### src/rtl/ram_rd_sched.sv
// ram_rd_sched: round-robin read scheduler for the double-banked LED frame RAM.
// Arbitrates the single RAM read port among channel engines, tags each read
// with its requester so returned data can be steered back, and flips the
// display bank once all in-flight reads have drained after a completed frame.
module ram_rd_sched #(
  parameter int CHAN_NUM = 16,
  parameter int ADDR_W   = 8,
  parameter int DATA_W   = 32,
  parameter int RD_LAT   = 2,
  localparam int CW      = $clog2(CHAN_NUM)
) (
  input  logic                       clk_i,
  input  logic                       rst_n_i,
  input  logic                       ram_wr_done_i,
  input  logic [CHAN_NUM-1:0]        req_i,
  input  logic [CHAN_NUM*ADDR_W-1:0] req_addr_i,
  output logic [CHAN_NUM-1:0]        gnt_o,
  output logic                       ram_rd_en_o,
  output logic [CW+ADDR_W:0]         ram_rd_addr_o,
  input  logic [DATA_W-1:0]          ram_rd_data_i,
  output logic [CHAN_NUM-1:0]        rd_vld_o,
  output logic [DATA_W-1:0]          rd_data_o,
  output logic                       bank_o,
  output logic                       frame_start_o
);

  typedef enum logic {RUN, DRAIN} state_t;

  state_t            state;
  state_t            state_nxt;
  logic [CW-1:0]     ptr;
  logic [CW-1:0]     scan_idx;
  logic [CW-1:0]     gnt_idx;
  logic              gnt_found;
  logic              gnt_any;
  logic              flip;
  logic [ADDR_W-1:0] gnt_addr;
  logic [RD_LAT-1:0] pipe_vld;
  logic [CW-1:0]     pipe_id [RD_LAT];

  // Round-robin search: first requesting channel at or above ptr, wrapping.
  always_comb begin
    gnt_found = 1'b0;
    gnt_idx   = '0;
    scan_idx  = '0;
    for (int i = 0; i < CHAN_NUM; i++) begin
      scan_idx = ptr + CW'(i);
      if (!gnt_found && req_i[scan_idx]) begin
        gnt_found = 1'b1;
        gnt_idx   = scan_idx;
      end
    end
  end

  // Select the address of the granted channel.
  always_comb begin
    gnt_addr = '0;
    for (int k = 0; k < CHAN_NUM; k++) begin
      if (gnt_idx == CW'(k)) begin
        gnt_addr = req_addr_i[k*ADDR_W +: ADDR_W];
      end
    end
  end

  // FSM state register.
  always_ff @(posedge clk_i or negedge rst_n_i) begin
    if (!rst_n_i) begin
      state <= RUN;
    end else begin
      state <= state_nxt;
    end
  end

  // FSM next state: a finished frame stops new grants until reads drain.
  always_comb begin
    state_nxt = state;
    case (state)
      RUN:     if (ram_wr_done_i) state_nxt = DRAIN;
      DRAIN:   if (pipe_vld == '0) state_nxt = RUN;
      default: state_nxt = RUN;
    endcase
  end

  // FSM outputs: grants only in RUN, bank flip once the pipeline is empty.
  always_comb begin
    gnt_any = (state == RUN) && gnt_found;
    flip    = (state == DRAIN) && (pipe_vld == '0);
    gnt_o   = '0;
    if (gnt_any) begin
      gnt_o[gnt_idx] = 1'b1;
    end
  end

  assign ram_rd_en_o   = gnt_any;
  assign ram_rd_addr_o = {bank_o, gnt_idx, gnt_addr};
  assign rd_data_o     = ram_rd_data_i;

  // Arbitration pointer, display bank and frame-start pulse.
  always_ff @(posedge clk_i or negedge rst_n_i) begin
    if (!rst_n_i) begin
      ptr           <= '0;
      bank_o        <= 1'b0;
      frame_start_o <= 1'b0;
    end else begin
      if (gnt_any) begin
        ptr <= gnt_idx + CW'(1);
      end
      if (flip) begin
        bank_o <= ~bank_o;
      end
      frame_start_o <= flip;
    end
  end

  // Return pipeline tracking which channel each outstanding read belongs to.
  always_ff @(posedge clk_i or negedge rst_n_i) begin
    if (!rst_n_i) begin
      pipe_vld <= '0;
      for (int i = 0; i < RD_LAT; i++) begin
        pipe_id[i] <= '0;
      end
    end else begin
      pipe_vld[0] <= gnt_any;
      pipe_id[0]  <= gnt_idx;
      for (int i = 1; i < RD_LAT; i++) begin
        pipe_vld[i] <= pipe_vld[i-1];
        pipe_id[i]  <= pipe_id[i-1];
      end
    end
  end

  // Decode the last pipeline stage into a one-hot return-valid.
  always_comb begin
    rd_vld_o = '0;
    if (pipe_vld[RD_LAT-1]) begin
      rd_vld_o[pipe_id[RD_LAT-1]] = 1'b1;
    end
  end

endmodule

### config.mk
export PLATFORM = sky130hd
export DESIGN_NAME = ram_rd_sched
export DESIGN_NICKNAME = d
export VERILOG_FILES = /design/src/rtl/ram_rd_sched.sv
export SDC_FILE = /design/constraint.sdc
export NUM_CORES = 1
export LEC_CHECK = 0
export ABC_AREA = 1
export ABC_CLOCK_PERIOD_IN_PS = 8590
export CAP_MARGIN = 20
export CORE_MARGIN = 2
export CORE_UTILIZATION = 42
export CTS_CLUSTER_DIAMETER = 60
export DETAILED_ROUTE_END_ITERATION = 6
export PLACE_DENSITY = 0.86
export SLEW_MARGIN = 20
export SYNTH_ARGS = -nofsm -noshare
export SYNTH_HDL_FRONTEND = slang
export SYNTH_SLANG_ARGS = --single-unit
### constraint.sdc
create_clock -name clk_i -period 8.59 [get_ports clk_i]
set_input_delay 0.859 -clock clk_i [delete_from_list [all_inputs] [get_ports clk_i]]
set_output_delay 0.859 -clock clk_i [all_outputs]
set_load 0.02 [all_outputs]
[Word-level counts from Yosys, hierarchy flattened]
Cells that the tools add are included.
Word-level totals
  register bits after elaboration: 17
  input port bits: 179
  word-level logic and storage cells: 185
Operators by class
  add/subtract/negate cells: 16
  magnitude comparators: 20
  eq/ne operators: 15
  multiplexer cells: 89
  bitwise operators: 2
  reductions and logical operators: 36
Operator list (count)
  2-to-1 mux 8 bit: 16
  < comparator 4 x 5 -> 1 bit, second input constant: 18
  binary-select mux 1 bit (select 4 bit): 16
  2-to-1 mux 4 bit: 16
  2-to-1 mux 1 bit: 36
  adder 4 bit, second input constant: 8
  == test 4 bit, second input constant: 8
  2-to-1 mux 16 bit: 2
  logical AND 1 bit: 19
  adder 4 x 3 -> 4 bit, second input constant: 4
  == test 4 x 3 -> 1 bit, second input constant: 4
  logical NOT 1 bit: 15
  adder 4 x 1 -> 4 bit, second input constant: 2
  adder 4 x 2 -> 4 bit, second input constant: 2
  demux 1 bit (select 4 bit): 2
  == test 4 x 2 -> 1 bit, second input constant: 2
  >= comparator 4 x 1 -> 1 bit, second input constant: 2
  == test 4 x 1 -> 1 bit, second input constant: 1
  logical NOT 4 bit: 1
  logical NOT 2 bit: 1
  NOT 1 bit: 2
  case mux 1 bit (2 select lines): 1

[Depth between registers and ports, before layout]
  word-level depth: 65
  mapped depth: 43
  gate-level depth less buffers: 40

[Worst setup path before layout]
Ideal clock, no wire load.
  path type: register to output
  from: reg ptr[1]
  to: out ram_rd_addr_o[7]
  arrival: 5.498 ns
  slack: 2.233 ns
  cell stages (with the launch flop): 38
  path buffers: 4
  cells stage by stage: dfrtp_1 -> buf_2 -> inv_2 -> buf_4 -> ha_1 -> clkbuf_1 -> nand3_1 -> nand3_1 -> nand3_1 -> nand2_2 -> nand4_2 -> nor2_4 -> nand4_2 -> nor2_2 -> nand4_2 -> nor3_1 -> nand2_1 -> nand4_1 -> [... 2 more ...] -> ha_1 -> inv_1 -> clkbuf_1 -> nor2_2 -> nand2_1 -> nand3_1 -> nand3_1 -> nand3_1 -> nand2_1 -> nand2_1 -> o21ai_1 -> nand2_1 -> nand2_1 -> nand2_1 -> nand2_1 -> nand3_1 -> nand2_1 -> a21oi_1
On the way
  word-level cells in the longest chain between the ends: 65
  elaborated cells on any way between the ends: 140
  classes of those cells: 15 x add/sub; 15 x eq/ne; 79 x mux; 31 x reduce/logical
RTL lines
  from (decl): line 31  | logic [CW-1:0] ptr;
  from (signal assigned): line 106  | ptr <= gnt_idx + CW'(1);
  branches (longest 47 deep; another with adder 4 x 1 -> 4 bit)
  2-to-1 mux 4 bit (*): line 48  | if (!gnt_found && req_i[scan_idx]) begin
  via ram_rd_addr_o[8]: line 19  | output logic [CW+ADDR_W:0] ram_rd_addr_o,
  logical NOT 4 bit: line 59  | if (gnt_idx == CW'(k)) begin
  2-to-1 mux 8 bit (15 in a row): line 59
  2-to-1 mux 8 bit (*): line 59
  to (decl): line 19
Mark *: on every way through the listed nets, which the timed path passes. The select of a mux whose other input is x is not followed.

[Worst setup path in the final report]
  from: reg ptr[0]
  to: out ram_rd_addr_o[4]
On the way
  word-level cells in the longest chain between the ends: 65
  elaborated cells on any way between the ends: 140
  classes of those cells: 15 x add/sub; 15 x eq/ne; 79 x mux; 31 x reduce/logical
RTL lines (line)
  branches (longest 47 deep; another with adder 4 x 1 -> 4 bit)
  2-to-1 mux 4 bit (*): 48
  logical NOT 4 bit: 59
  2-to-1 mux 8 bit (15 in a row): 59
  2-to-1 mux 8 bit (*): 59
Every way passes the cells marked *. The select of a mux whose other input is x is not followed.

==> flow_metrics.env <==
export IMPL_syn_avg_cell_area_um2=5.32
export IMPL_startpoint="ptr[0]"
export IMPL_setup_viol=0
export IMPL_cts_tree="built"
export IMPL_dr_pass1_iters=5
export IMPL_slowest_stage="clkdlybuf4s50_1"
export IMPL_ioPinCount=259
export IMPL_synthArstFlopShare_pct=100
export IMPL_yosysMostFrequentCell="nand2_1"
export IMPL_instances_no_fill=1089
export IMPL_holdBufCountCts=0
export IMPL_first_global_vias=5374
export IMPL_endpoint="ram_rd_addr_o[4]"
export IMPL_globalRouteOverflowTotal=0
export IMPL_ys_flop_type="dfrtp_1"
export IMPL_totalWireLength_um=17200
export IMPL_die_x_um=105
export IMPL_finalCriticalPeriod_ps=7600
export IMPL_yosys_area_share_xor_xnor_pct=2.59
export IMPL_antenna_left=0
export IMPL_cts_path_max_buffers=2
export IMPL_worst_setup_path_type="reg -> out"
export IMPL_start_kind="register"
export IMPL_grt_pass1_wl_um=27000
export IMPL_drtIter0Drc=387
export IMPL_syn_nets=997
export IMPL_setup_ws_ps=989
export IMPL_hold_viol_final=0
export IMPL_status="finished, final reports clean"
export IMPL_ys_ff_latch=17
export IMPL_cts_made_buffers=3
export IMPL_hold_path_class="reg -> reg"
export IMPL_clk_pin_slew_ps=70
export IMPL_cts_sinks=17
export IMPL_end_kind="output pin"
export IMPL_chipHeight_um=105
export IMPL_worstMarginPinSlew_ps=989
export IMPL_drcViolationCount=0
export IMPL_rrSetupSlack_ps=3910
export IMPL_hp_start="pipe_id[4]"
export IMPL_synth_compound_area_share_pct=7.92
export IMPL_htree_levels=1
export IMPL_crit_fanout=19
export IMPL_post_synth_top_area_fraction_pct=22.1
export IMPL_synth_top_family_by_area="simple AND/OR/NAND/NOR gates"
export IMPL_synth_area_mm2=0.00430
export IMPL_synthMuxAreaShare_pct=0
export IMPL_synth_top_area_cell="nand2_1"
export IMPL_grt_use_total_pct=30.3
export IMPL_ys_seq_area_share_pct=9.90
export IMPL_rr_worst_depth=23
export IMPL_critPathRequiredTime_ps=7730
export IMPL_antenna_found_initial=0
export IMPL_hpwl_um=14600
export IMPL_place_gp_congestion=1.00
export IMPL_die_area_mm2=0.0111
export IMPL_detail_route_wl_per_cell_um=15.8
export IMPL_io_buffers=194
export IMPL_worstPathArrival_ps=6740
export IMPL_rsz0062_at_grt="no"
export IMPL_fmax_mhz=132
export IMPL_final_area_mm2=0.00611
export IMPL_num_nets_final=1147
export IMPL_post_cts_setup_buffers=0
export IMPL_synth_commonest_cells="nand2_1 (253), nand3_1 (136), nor2_1 (103)"
export IMPL_cts_resized=0
export IMPL_slowest_delay_ps=530
export IMPL_dpl_cell_count=1085
export IMPL_clock_latency_ps=260
export IMPL_synth_simple_area_share_pct=61.0
export IMPL_period_share_pct=88.5
export IMPL_drv_slew=0
export IMPL_synthAdderAreaFrac_pct=3.20
export IMPL_root_buffer="clkbuf_8"
export IMPL_synth_distinct_cells=41
export IMPL_n_antenna_cell=0
export IMPL_final_setup_tns_ps=0
export IMPL_relSlewSlack_pct=33.9
export IMPL_num_rows=36
export IMPL_area_growth_pct=42.3
export IMPL_dpl_cell_area_mm2=0.00607
export IMPL_num_vias=5698
export IMPL_drv_cap=0
export IMPL_pre_cts_slack_ps=1400
export IMPL_grt_max_degree=25
export IMPL_floorplan_initialDensity_pct=43.6
export IMPL_reg2reg_to="ptr[2]"
export IMPL_yosysWarnings=0
export IMPL_synth_edf_count=0
export IMPL_regToRegStartpoint="ptr[0]"
export IMPL_viasPerCell=5.23
export IMPL_critical_path_most_common_cell="nand2_1"
export IMPL_skew_ps=9.97
export IMPL_ys_top_cells_by_area="nand2_1 (22%), nand3_1 (16%), dfrtp_1 (9.9%)"
export IMPL_layout_drive_gt1_share_pct=6.69
export IMPL_synthCells=807
export IMPL_core_area_mm2=0.00986
## metrics by stage
step | utilization [%] | hold WS, ps
3_3_place_gp | 61.5 | 333
4_1_cts | 62.0 | 351
2_1_floorplan | - | 331
6_report | 62.0 | 348
5_1_grt | 62.0 | 357
3_5_place_dp | 61.5 | 335
## sequential cells by signal (all words and copies together) (netlist names)
signal / flops
state: 1
bank_o: 1
frame_start_o: 1
pipe_id: 8
ptr: 4
pipe_vld: 2
## final cells by class
| class | instances | area [um^2] |
|---|---|---|
| repair buffers | 198 | 1970 |
| inverters | 78 | 293 |
| flip-flops and latches | 17 | 425 |
| clock buffers | 3 | 41.3 |
| well taps | 133 | 166 |
| multi-input cells | 659 | 3210 |
| fillers | 940 | 3750 |
| clock inverters | 1 | 5.00 |
## worst min-delay path by stage
stage               cells after the start    endpoint
floorplan                               0  pipe_id[0]
global placement                        0  pipe_id[2]
detailed placement                      0  pipe_id[3]
CTS                                     0  pipe_id[0]
global route                            0  pipe_id[0]
finish                                  0  pipe_id[0]
## layer usage
layer	GRT usage, %	share of wire, %	vias up
met1	37.7	41	2515
met3	5.36	7.1	50
met5	0	0	-
li1	-	-	2883
met4	8.10	2.5	0
met2	53.6	49	250
## critical path, delay by kind of cell, from the launching register on
| family | cells | cell delay, ps |
|---|---|---|
| compound gates | 4 | 670 |
| fa+ha+maj | 2 | 710 |
| buf+inv | 5 | 1720 |
| flops | 1 | 390 |
| simple gates | 29 | 2970 |
## cells in the final DEF, fill, tap and decap left out, types with 6 or more instances in the layout
cell             synthesis  final
nor3_1                  15     15
nor2_2                  10     10
clkdlybuf4s50_1          0    194
nor2_4                   6      6
nand4_1                 17     17
nand2_2                  8      8
xor2_1                   9      9
nor2_1                 103    103
o21ai_1                  6      6
nand2_1                253    253
a21oi_1                 32     32
ha_1                    11     11
dfrtp_1                 17     17
nand3_1                136    136
inv_1                   61     61
inv_2                   16     16
o21ai_0                 16     16
or2_1                    8      8
## kinds of logic after synthesis
family          after synthesis
compound gates               63
fa+ha+maj                    11
buf+inv                     131
xor+xnor                     11
simple gates                574
flops                        17
Power is left out: the tool's default activity adds up to more than one toggle a clock period on the data nets, which glitch-free logic cannot reach.
